--- config.mk ---
export PLATFORM = sky130hd
export DESIGN_NAME = an_encoder_seq
export DESIGN_NICKNAME = d
export VERILOG_FILES = /design/src/rtl/an_code_pkg.sv /design/src/rtl/an_err_inject.sv /design/src/rtl/an_encoder_seq.sv
export SDC_FILE = /design/constraint.sdc
export NUM_CORES = 1
export LEC_CHECK = 0
export BUFFER_PORTS_ARGS = -buffer_cell sky130_fd_sc_hd__buf_2
export CAP_MARGIN = 15
export CORE_MARGIN = 4
export CORE_UTILIZATION = 39
export CTS_BUF_LIST = sky130_fd_sc_hd__clkbuf_4 sky130_fd_sc_hd__clkbuf_8
export CTS_CLUSTER_DIAMETER = 100
export DETAILED_ROUTE_END_ITERATION = 16
export REMOVE_ABC_BUFFERS = 1
export SETUP_SLACK_MARGIN = 0.4
export SLEW_MARGIN = 20
export SYNTH_ARGS = -nofsm -noshare
export SYNTH_HDL_FRONTEND = slang
export SYNTH_SLANG_ARGS = --single-unit
export TNS_END_PERCENT = 100
--- constraint.sdc ---
create_clock -name clk -period 4.78 [get_ports clk]
set_input_delay 0.239 -clock clk [delete_from_list [all_inputs] [get_ports clk]]
set_output_delay 0.239 -clock clk [all_outputs]
set_load 0.01 [all_outputs]
--- src/rtl/an_code_pkg.sv ---
// Shared AN-code constants (A=37, 12-bit data, 18-bit codeword) and the
// encoder state type; the downstream decoder imports the same package.
package an_code_pkg;

  localparam int unsigned N_W    = 12;
  localparam int unsigned A      = 37;
  localparam int unsigned A_W    = 6;
  localparam int unsigned CODE_W = N_W + A_W;
  localparam int unsigned BIT_W  = 5;
  localparam int unsigned K_W    = $clog2(A_W);

  localparam logic [A_W-1:0] A_VEC = A_W'(A);

  typedef enum logic [1:0] {
    StIdle,
    StMul,
    StInj,
    StOut
  } enc_state_e;

endpackage

--- src/rtl/an_err_inject.sv ---
// Combinational single-arithmetic-error injector: adds or subtracts 2^bit to
// a codeword, skipping the injection when the result would leave [0, 2^CODE_W).
module an_err_inject
  import an_code_pkg::*;
(
  input  logic [CODE_W-1:0] acc_i,
  input  logic              inj_en_i,
  input  logic              inj_neg_i,
  input  logic [BIT_W-1:0]  inj_bit_i,
  output logic [CODE_W-1:0] code_o,
  output logic              skipped_o
);

  logic [CODE_W:0] pow;
  logic [CODE_W:0] sum;

  always_comb begin
    code_o    = acc_i;
    skipped_o = 1'b0;
    pow       = '0;
    sum       = '0;
    if (inj_en_i) begin
      if (inj_bit_i >= BIT_W'(CODE_W)) begin
        skipped_o = 1'b1;
      end else begin
        pow = (CODE_W + 1)'(1) << inj_bit_i;
        if (inj_neg_i) begin
          // Negative codewords are not representable.
          if ({1'b0, acc_i} >= pow) begin
            code_o = acc_i - pow[CODE_W-1:0];
          end else begin
            skipped_o = 1'b1;
          end
        end else begin
          sum = {1'b0, acc_i} + pow;
          if (sum[CODE_W]) begin
            skipped_o = 1'b1;
          end else begin
            code_o = sum[CODE_W-1:0];
          end
        end
      end
    end
  end

endmodule

--- src/rtl/an_encoder_seq.sv ---
// Sequential AN encoder: N*A by shift-and-add over A_W cycles, optional
// single arithmetic error, codeword presented with a valid/ready handshake.
module an_encoder_seq
  import an_code_pkg::*;
(
  input  logic              clk,
  input  logic              rst_n,
  input  logic              in_valid_i,
  output logic              in_ready_o,
  input  logic [N_W-1:0]    in_n_i,
  input  logic              inj_en_i,
  input  logic              inj_neg_i,
  input  logic [BIT_W-1:0]  inj_bit_i,
  output logic              out_valid_o,
  input  logic              out_ready_i,
  output logic [CODE_W-1:0] out_code_o,
  output logic              out_inj_skipped_o
);

  enc_state_e        state_q, state_d;
  logic [N_W-1:0]    n_q;
  logic              en_q, neg_q;
  logic [BIT_W-1:0]  bit_q;
  logic [CODE_W-1:0] acc_q, acc_d;
  logic [K_W-1:0]    k_q, k_d;
  logic [CODE_W-1:0] code_q;
  logic              skip_q;
  logic              load;
  logic [CODE_W-1:0] n_ext;
  logic [CODE_W-1:0] code_inj;
  logic              skip_inj;

  assign n_ext = CODE_W'(n_q);

  always_comb begin
    state_d = state_q;
    acc_d   = acc_q;
    k_d     = k_q;
    load    = 1'b0;
    unique case (state_q)
      StIdle: begin
        if (in_valid_i) begin
          load    = 1'b1;
          acc_d   = '0;
          k_d     = '0;
          state_d = StMul;
        end
      end
      StMul: begin
        // Fixed A_W iterations regardless of the popcount of A.
        if (A_VEC[k_q]) begin
          acc_d = acc_q + (n_ext << k_q);
        end
        k_d = k_q + K_W'(1);
        if (k_q == K_W'(A_W - 1)) begin
          state_d = StInj;
        end
      end
      StInj: state_d = StOut;
      StOut: begin
        if (out_ready_i) begin
          state_d = StIdle;
        end
      end
      default: state_d = StIdle;
    endcase
  end

  an_err_inject u_inject (
    .acc_i     (acc_q),
    .inj_en_i  (en_q),
    .inj_neg_i (neg_q),
    .inj_bit_i (bit_q),
    .code_o    (code_inj),
    .skipped_o (skip_inj)
  );

  always_ff @(posedge clk or negedge rst_n) begin
    if (!rst_n) begin
      state_q <= StIdle;
      acc_q   <= '0;
      k_q     <= '0;
      n_q     <= '0;
      en_q    <= 1'b0;
      neg_q   <= 1'b0;
      bit_q   <= '0;
      code_q  <= '0;
      skip_q  <= 1'b0;
    end else begin
      state_q <= state_d;
      acc_q   <= acc_d;
      k_q     <= k_d;
      if (load) begin
        n_q   <= in_n_i;
        en_q  <= inj_en_i;
        neg_q <= inj_neg_i;
        bit_q <= inj_bit_i;
      end
      if (state_q == StInj) begin
        code_q <= code_inj;
        skip_q <= skip_inj;
      end
    end
  end

  assign in_ready_o        = (state_q == StIdle);
  assign out_valid_o       = (state_q == StOut);
  assign out_code_o        = code_q;
  assign out_inj_skipped_o = skip_q;

endmodule

==> results of run 1 <==
sequential cells by signal (all words and copies together) (netlist names), 2 cells and up:
| register | count |
|---|---|
| bit_q | 5 |
| acc_q | 18 |
| k_q | 3 |
| n_q | 12 |
| out_code_o | 18 |
| state_q | 2 |
layer usage:
layer	share of wire	track usage	vias up	wire, µm
met5	0	0	-	0
met4	0.025	0.0671	0	398
met3	0.048	0.0375	31	768
met2	0.47	0.315	157	7510
met1	0.46	0.246	2561	7390
li1	-	-	2665	-
cell usage after synthesis, types with 3 or more instances:
cell,instances
sky130_fd_sc_hd__nor2b_1,14
sky130_fd_sc_hd__a21o_1,14
sky130_fd_sc_hd__mux2_2,28
sky130_fd_sc_hd__o21bai_1,6
sky130_fd_sc_hd__nand2_1,63
sky130_fd_sc_hd__nand3_1,16
sky130_fd_sc_hd__inv_1,60
sky130_fd_sc_hd__mux2i_1,7
sky130_fd_sc_hd__o31ai_1,17
sky130_fd_sc_hd__xnor2_1,19
sky130_fd_sc_hd__fa_1,3
sky130_fd_sc_hd__a31oi_1,6
sky130_fd_sc_hd__or2_2,3
sky130_fd_sc_hd__a22oi_1,8
sky130_fd_sc_hd__a221o_1,5
sky130_fd_sc_hd__nand2b_1,12
sky130_fd_sc_hd__a22o_1,17
sky130_fd_sc_hd__and3_1,6
sky130_fd_sc_hd__nor3b_1,3
sky130_fd_sc_hd__nand3b_1,3
sky130_fd_sc_hd__a221oi_1,5
sky130_fd_sc_hd__dfrtp_1,61
sky130_fd_sc_hd__xor2_1,9
sky130_fd_sc_hd__o21ai_0,39
sky130_fd_sc_hd__nor3_1,13
sky130_fd_sc_hd__a21oi_1,60
sky130_fd_sc_hd__nor2_1,51
sky130_fd_sc_hd__nand4_1,6
sky130_fd_sc_hd__or3_1,10
sky130_fd_sc_hd__o21a_1,4
sky130_fd_sc_hd__and2_1,5
sky130_fd_sc_hd__ha_1,66
sky130_fd_sc_hd__o221ai_1,5
sky130_fd_sc_hd__o22ai_1,8
sky130_fd_sc_hd__clkbuf_1,26
sky130_fd_sc_hd__o211ai_1,6
path summary, 6_finish.rpt:
path                                  end
min in group clk                   n_q[4]
hold / removal              out_code_o[4]
setup reg to reg           out_code_o[14]
max in group asynchronous         n_q[10]
hold reg to reg             out_code_o[8]
setup / recovery           out_code_o[14]
cell type report:
type	instances	area, µm²	share of cell area
Multi-Input combinational cell	568	4060	0.622
Clock inverter	4	72.6	0.0111
Timing Repair Buffer	49	260	0.0399
Sequential cell	61	1530	0.234
Tap cell	184	230	0.0353
Inverter	60	225	0.0346
Clock buffer	11	145	0.0223
report_power, final:
group	internal, mW	total [mW]	switching, mW	leakage, nW
clock	0.310	0.532	0.222	0.109
sequential	0.735	1.04	0.302	0.764
combinational	1.36	3.23	1.88	2.30
logic make-up after synthesis:
logic type / Yosys count / synth area share
AOI/OAI and AO/OA: 225 / 0.256
and+or+nand+nor: 211 / 0.171
buffers and inverters: 91 / 0.0605
adders and majority gates: 69 / 0.149
DFF: 61 / 0.257
muxes: 35 / 0.0649
xor gates and xnor gates: 28 / 0.0413
metrics by stage:
step | cell area [µm²] | total power, mW | hold slack (ns) | instances | setup WS (ns)
after CTS | 6510 | 4.81 | 0.0522 | 937 | 0.599
after global placement | 6290 | 4.19 | 0.452 | 922 | 0.785
after global routing | 6520 | 5.26 | 0.0812 | 937 | 0.457
after floorplan | 5800 | 3.39 | -0.0566 | 689 | 1.22
after detailed placement | 6290 | 4.25 | 0.462 | 922 | 0.654
final | 6520 | 4.80 | -0.00511 | 937 | 0.691
==> impl_summary.log, run 1 <==
INFO  metric cts.repair.resized = 0
INFO  metric cp_slowest_cell = sky130_fd_sc_hd__or4_1
INFO  metric yosysTopAreaCellShare = 0.257
INFO  metric ys.warnings.count = 0
INFO  metric worst_path_largest_cell_delay = between 0.6 and 0.7 ns
INFO  metric sum_of_negative_setup_slack = 0 ns
INFO  metric mean_instance_size_in_the_synthesized_netlist = just over 8 µm²
INFO  metric startpoint_type = flop
INFO  metric hold_viol_final = 5
INFO  metric drt_pass1_iterations = 5
INFO  metric placementRows = 44
INFO  metric gp_routability_congestion = about 0.96
INFO  metric synth-seq-cells = between 60 and 70
INFO  metric initial_utilization = 0.404
INFO  metric cts_setup_buffers = 0
INFO  metric drc = 0
INFO  metric clk_path_buf_depth = 2
INFO  metric h-tree-depth = 3
INFO  metric final_core_utilization = 0.443
INFO  metric timing.critical_path.fanout_max = 18
INFO  metric report.final.setup_viol = 0
INFO  metric cts.hold.buffers_added = 0
INFO  metric core-area = 0.0147 mm²
INFO  metric post-route-period-util = 0.855
INFO  metric min_period = 4.09 ns
INFO  metric kind_of_path_behind_the_tightest_hold_check = input port to async pin
INFO  metric grt_first_pass_wirelength = about 27000 µm
INFO  metric path_clk_slew = 0.07 ns
INFO  metric grt_antenna_before_repair = 0
INFO  metric worstPathRequired = 5.02 ns
INFO  metric slew_viol_final = 0
INFO  metric cts_root_buf = sky130_fd_sc_hd__clkbuf_8
INFO  metric maxCapViolCount = 0
INFO  metric rsz0062_at_grt = false
INFO  metric worst-endpoint-arrival = 4.33 ns
INFO  metric clk_latency = about 0.37 ns
INFO  metric fraction_of_registers_with_async_set_or_reset_after_synthesis = 1.00
INFO  metric path_depth = 13
INFO  metric reg2reg_from = bit_q[1]
INFO  metric violations = negative hold slack
INFO  metric detail_route.iter0.violations = between 400 and 500
INFO  metric tritoncts_clock_tree = built
INFO  metric worst_ir_drop_vdd = about 390 µV
INFO  metric synth-seq-area-share = 0.257
INFO  metric timing.reg2reg.setup_slack = between 0.6 and 0.7 ns
INFO  metric floorplan.die.height = 131 µm
INFO  metric post_route_cells_drive_above_1_share = 0.134
INFO  metric grt_overflow = 0
INFO  metric synth_area = ~0.0059 mm²
INFO  metric antenna_cells = 0
INFO  metric clkSinkCount = about 60
INFO  metric status = finished with violations
INFO  metric crit_path_frequent_cell = sky130_fd_sc_hd__nand2_1
INFO  metric cts_inserted_buffers = 9
INFO  metric post_synth_edffs = 0
INFO  metric detail_route.wirelength = about 16000 µm
INFO  metric fmaxAchievable = roughly 0.24 GHz
INFO  metric total_number_of_vias = about 5.4k
INFO  metric hold_ws = -0.00511 ns
INFO  metric layout.filler_cells = roughly 1.5k
INFO  metric syn_to_final_growth = 9.78%
INFO  metric crit_path_end_kind = flop
INFO  metric syn_inst = just over 700
INFO  metric grt.total_usage = 0.189
INFO  metric first_global_vias = between 5k and 6k
INFO  metric max_slew.worst_pin.slew = 0.957 ns
INFO  metric distinct_cells_synth = 64
INFO  metric combined_buffer_and_inverter_count_along_the_critical_path = 1
INFO  metric fin_nets = approximately 840
INFO  metric criticalPathCategory = flop to flop
INFO  metric mostFrequentLayoutCells = sky130_fd_sc_hd__ha_1 (66), sky130_fd_sc_hd__nand2_1 (63), sky130_fd_sc_hd__dfrtp_1 (61)
INFO  metric yosys-top-cells-area = sky130_fd_sc_hd__dfrtp_1 (26%), sky130_fd_sc_hd__ha_1 (14%), sky130_fd_sc_hd__mux2_2 (5.3%)
INFO  metric power_leakage = between 3 and 4 nW
INFO  metric length_in_cells_of_the_worst_reg_to_reg_path = 13
INFO  metric detail_route.wl_per_cell = approximately 17 µm
INFO  metric yosys.area.top_type = sky130_fd_sc_hd__dfrtp_1
INFO  metric drt-vias-per-instance = 5.78
INFO  metric power.density_cell_area = about 740 mW/mm²
INFO  metric timing.critical_path.cells = nor3b_2 -> nand2_1 -> ha_1 -> nor2b_1 -> o311ai_1 -> o211ai_1 -> or4_1 -> nand3_2 -> buf_4 -> nand2_1 -> o22a_1 -> a21oi_1 -> o22ai_1
INFO  metric yosys_most_used_dff = sky130_fd_sc_hd__dfrtp_1
INFO  metric hpwl = around 12000 µm
INFO  metric die-area = around 0.017 mm²
INFO  metric pin_count_of_the_biggest_net_entering_global_routing = 62
INFO  metric worst_setup_path_startpoint = bit_q[1]
INFO  metric timing.critical_path.max_delay_family = simple AND/OR/NAND/NOR gates
INFO  metric die_x = between 100 and 150 µm
INFO  metric postRouteAntennaNets = 0
INFO  metric worst_slew_margin_rel = 0.360
INFO  metric ios = 44
INFO  metric place.port_buffers = 43
INFO  metric final.setup_skew = between 0.007 and 0.008 ns
INFO  metric commonest_non_fill_non_tap_cell_in_the_layout = sky130_fd_sc_hd__ha_1
(Power assumes the default switching activity.)
==> run 2, diff against run 1 <==
- CORE_UTILIZATION: 39 -> 60
- PLACE_DENSITY: default -> 0.8
==> run 2 against run 1 <==
The run now ends clean. First-iteration DRC count fell by 31%. Power is 0.20% higher. Core utilization increased by 22 points. Sequential share of layout area is 0.17 points higher. Via count down 0.89%. Clock skew rose by 0.00094 ns. Global-route usage is 8.9 points higher. Worst setup slack worse by 0.010 ns. Clock power down 2%. Highest routed layer unchanged.
==> impl_summary.log, run 2 (synthesis gave the netlist of run 1 again) <==
INFO  metric status = finished, final reports clean
INFO  metric initial_utilization = 0.613 (+0.209)
INFO  metric cp_slowest_cell = sky130_fd_sc_hd__dfrtp_1
INFO  metric path_clk_slew = 0.08 ns (about the same)
INFO  metric drc = 0 (unchanged)
INFO  metric grt_antenna_before_repair = 0 (unchanged)
INFO  metric criticalPathCategory = flop to flop
INFO  metric slew_viol_final = 0 (unchanged)
INFO  metric h-tree-depth = 3 (unchanged)
INFO  metric worst_ir_drop_vdd = 610 µV (+58%)
INFO  metric ios = 44 (unchanged)
INFO  metric die-area = 0.0115 mm² (-33%)
INFO  metric cts_inserted_buffers = 9 (unchanged)
INFO  metric gp_routability_congestion = 0.944 (-2.0%)
INFO  metric total_number_of_vias = 5366 (-0.89%)
INFO  metric detail_route.iter0.violations = 290 (-31%)
INFO  metric tritoncts_clock_tree = built
INFO  metric setup_ws = 0.681 ns (-0.0102 ns)
INFO  metric place.port_buffers = 43 (unchanged)
INFO  metric floorplan.die.height = 107 µm (-18%)
INFO  metric post_route_cells_drive_above_1_share = 0.138 (+0.00344)
INFO  metric grt_first_pass_wirelength = 25400 µm (-5.8%)
INFO  metric cts_root_buf = sky130_fd_sc_hd__clkbuf_8
INFO  metric share_comb_of_total_power = 0.677 (+0.004)
INFO  metric rsz0062_at_grt = false
INFO  metric drt_pass1_iterations = 5 (unchanged)
INFO  metric min_period = 4.10 ns (+0.0102 ns)
INFO  metric max_slew.worst_pin.slew = 0.886 ns (-0.0714 ns)
INFO  metric grt.total_usage = 0.278 (+0.0893)
INFO  metric worstPathRequired = 5.01 ns (about the same)
INFO  metric dpl_worst_slack = 0.632 ns (-0.0218 ns)
INFO  metric core-area = 0.00968 mm² (-34%)
INFO  metric fin_area = 0.00647 mm² (-0.71%)
INFO  metric clk_latency = 0.36 ns (about the same)
INFO  metric report.final.setup_viol = 0 (unchanged)
INFO  metric commonest_non_fill_non_tap_cell_in_the_layout = sky130_fd_sc_hd__ha_1
INFO  metric fmaxAchievable = 0.244 GHz (-0.25%)
INFO  metric crit_path_end_kind = flop
INFO  metric post_dp_cell_area = 0.00624 mm² (-0.78%)
INFO  metric post-route-period-util = 0.858 (+0.00213)
INFO  metric syn_to_final_growth = 9.00%
INFO  metric detail_route.wirelength = 15600 µm (-3.0%)
INFO  metric maxCapViolCount = 0 (unchanged)
INFO  metric power_leakage = 3.18 nW (+0.18%)
INFO  metric worst_slew_margin_rel = 0.408 (+0.0485)
INFO  metric p_sw = 2.41 mW (+0.57%)
INFO  metric antenna_cells = 0 (unchanged)
INFO  metric clkSinkCount = 61 (unchanged)
INFO  metric die_x = 107 µm (-18%)
INFO  metric drt-vias-per-instance = 6.04 (+4.5%)
INFO  metric mostFrequentLayoutCells = sky130_fd_sc_hd__ha_1 (66), sky130_fd_sc_hd__nand2_1 (63), sky130_fd_sc_hd__dfrtp_1 (61)
INFO  metric hold_viol_final = 0 (-5)
INFO  metric hpwl = 12000 µm (-2.9%)
INFO  metric worst-endpoint-arrival = 4.33 ns (about the same)
INFO  metric timing.reg2reg.setup_slack = 0.68 ns (about the same)
INFO  metric worst_path_largest_cell_delay = 0.53 ns (-0.10 ns)
INFO  metric kind_of_path_behind_the_tightest_hold_check = input port to async pin
INFO  metric pin_count_of_the_biggest_net_entering_global_routing = 62 (unchanged)
INFO  metric timing.critical_path.fanout_max = 15 (-3)
INFO  metric final.setup_skew = 0.00875 ns (+0.000936 ns)
INFO  metric power.density_cell_area = 744 mW/mm² (+0.92%)
INFO  metric internal_power = 2.40 mW (-0.17%)
INFO  metric startpoint_type = flop
INFO  metric power.total = 4.81 mW (+0.20%)
INFO  metric detail_route.wl_per_cell = 17.5 µm (+2.2%)
INFO  metric sum_of_negative_setup_slack = 0 ns (unchanged)
INFO  metric timing.critical_path.cells = nor3_1 -> nand3_1 -> ha_1 -> or2_1 -> and3_1 -> a211o_1 -> a221oi_4 -> a31oi_2 -> buf_4 -> and2_4 -> a221o_1 -> a22oi_1 -> a21oi_1
INFO  metric grt_overflow = 0 (unchanged)
INFO  metric clkPwrFrac = 0.108 (-0.003)
INFO  metric placementRows = 36 (-18%)
INFO  metric cts_setup_buffers = 0 (unchanged)
INFO  metric clk_path_buf_depth = 2 (unchanged)
INFO  metric first_global_vias = 5164 (-2.8%)
INFO  metric fin_nets = 843 (+0.24%)
INFO  metric postRouteAntennaNets = 0 (unchanged)
INFO  metric p_seq_frac = 0.215 (about the same)
INFO  metric sw_frac = 0.501 (+0.00184)
## run 2: path summary, 6_finish.rpt
| check | start | endpoint | cells past startpoint |
|---|---|---|---|
| setup / recovery | bit_q[1] | out_code_o[6] | 13 |
| hold / removal | rst_n | out_code_o[5] | 2 |
| setup reg to reg | bit_q[1] | out_code_o[6] | 13 |
| hold reg to reg | out_code_o[0] | out_code_o[0] | 1 |
| max in group asynchronous | rst_n | acc_q[14] | 2 |
| min in group clk | in_n_i[11] | n_q[11] | 2 |
## run 2: per-stage QoR
step | cells | utilization | hold WS (ns)
after floorplan | 689 | - | -0.0566
after global placement | 873 | 0.645 | 0.435
after detailed placement | 873 | 0.645 | 0.443
after CTS | 889 | 0.667 | 0.0569
after global routing | 889 | 0.668 | 0.0933
final | 889 | 0.668 | 0.0332
## run 2: layout make-up
class                   count  area [µm²]
fillers                   849        3220
inverters                  60         225
clock inverters             7        97.6
repair buffers             51         275
clock buffers               9         124
flip-flops and latches     61        1530
well taps                 133         166
multi-input cells         568        4050
## run 2: power by group through the flow
stage | Combinational (mW) | Clock (mW) | Sequential, mW
6_report | 3.26 | 0.521 | 1.03
4_1_cts | 3.22 | 0.536 | 1.03
5_1_grt | 3.61 | 0.556 | 1.07
2_1_floorplan | 2.41 | 0 | 0.984
3_5_place_dp | 3.20 | 0 | 1.04
3_3_place_gp | 3.14 | 0 | 1.02
## run 2: layer usage
metal / vias to the layer above / global-route usage / wire [µm]
li1: 2670 / - / -
met1: 2534 / 0.361 / 6890
met2: 144 / 0.482 / 7690
met3: 18 / 0.0546 / 844
met4: 0 / 0.0613 / 156
met5: - / 0 / 0
## run 2: what timing repair did
| action | CTS | global route |
|---|---|---|
| endpoints found under the setup margin | 0 | 12 |
| hold buffers | 0 | 0 |
| resized for setup | 0 | 1 |
## run 2: critical path, delay by kind of cell, from the launching register on
family                   cells  cell delay [ns]
adder cells (fa/ha/maj)      1             0.40
flip-flops                   1             0.53
buffers and inverters        1             0.29
AND/OR/NAND/NOR              5             1.15
AO/OA/AOI/OAI                6             1.61
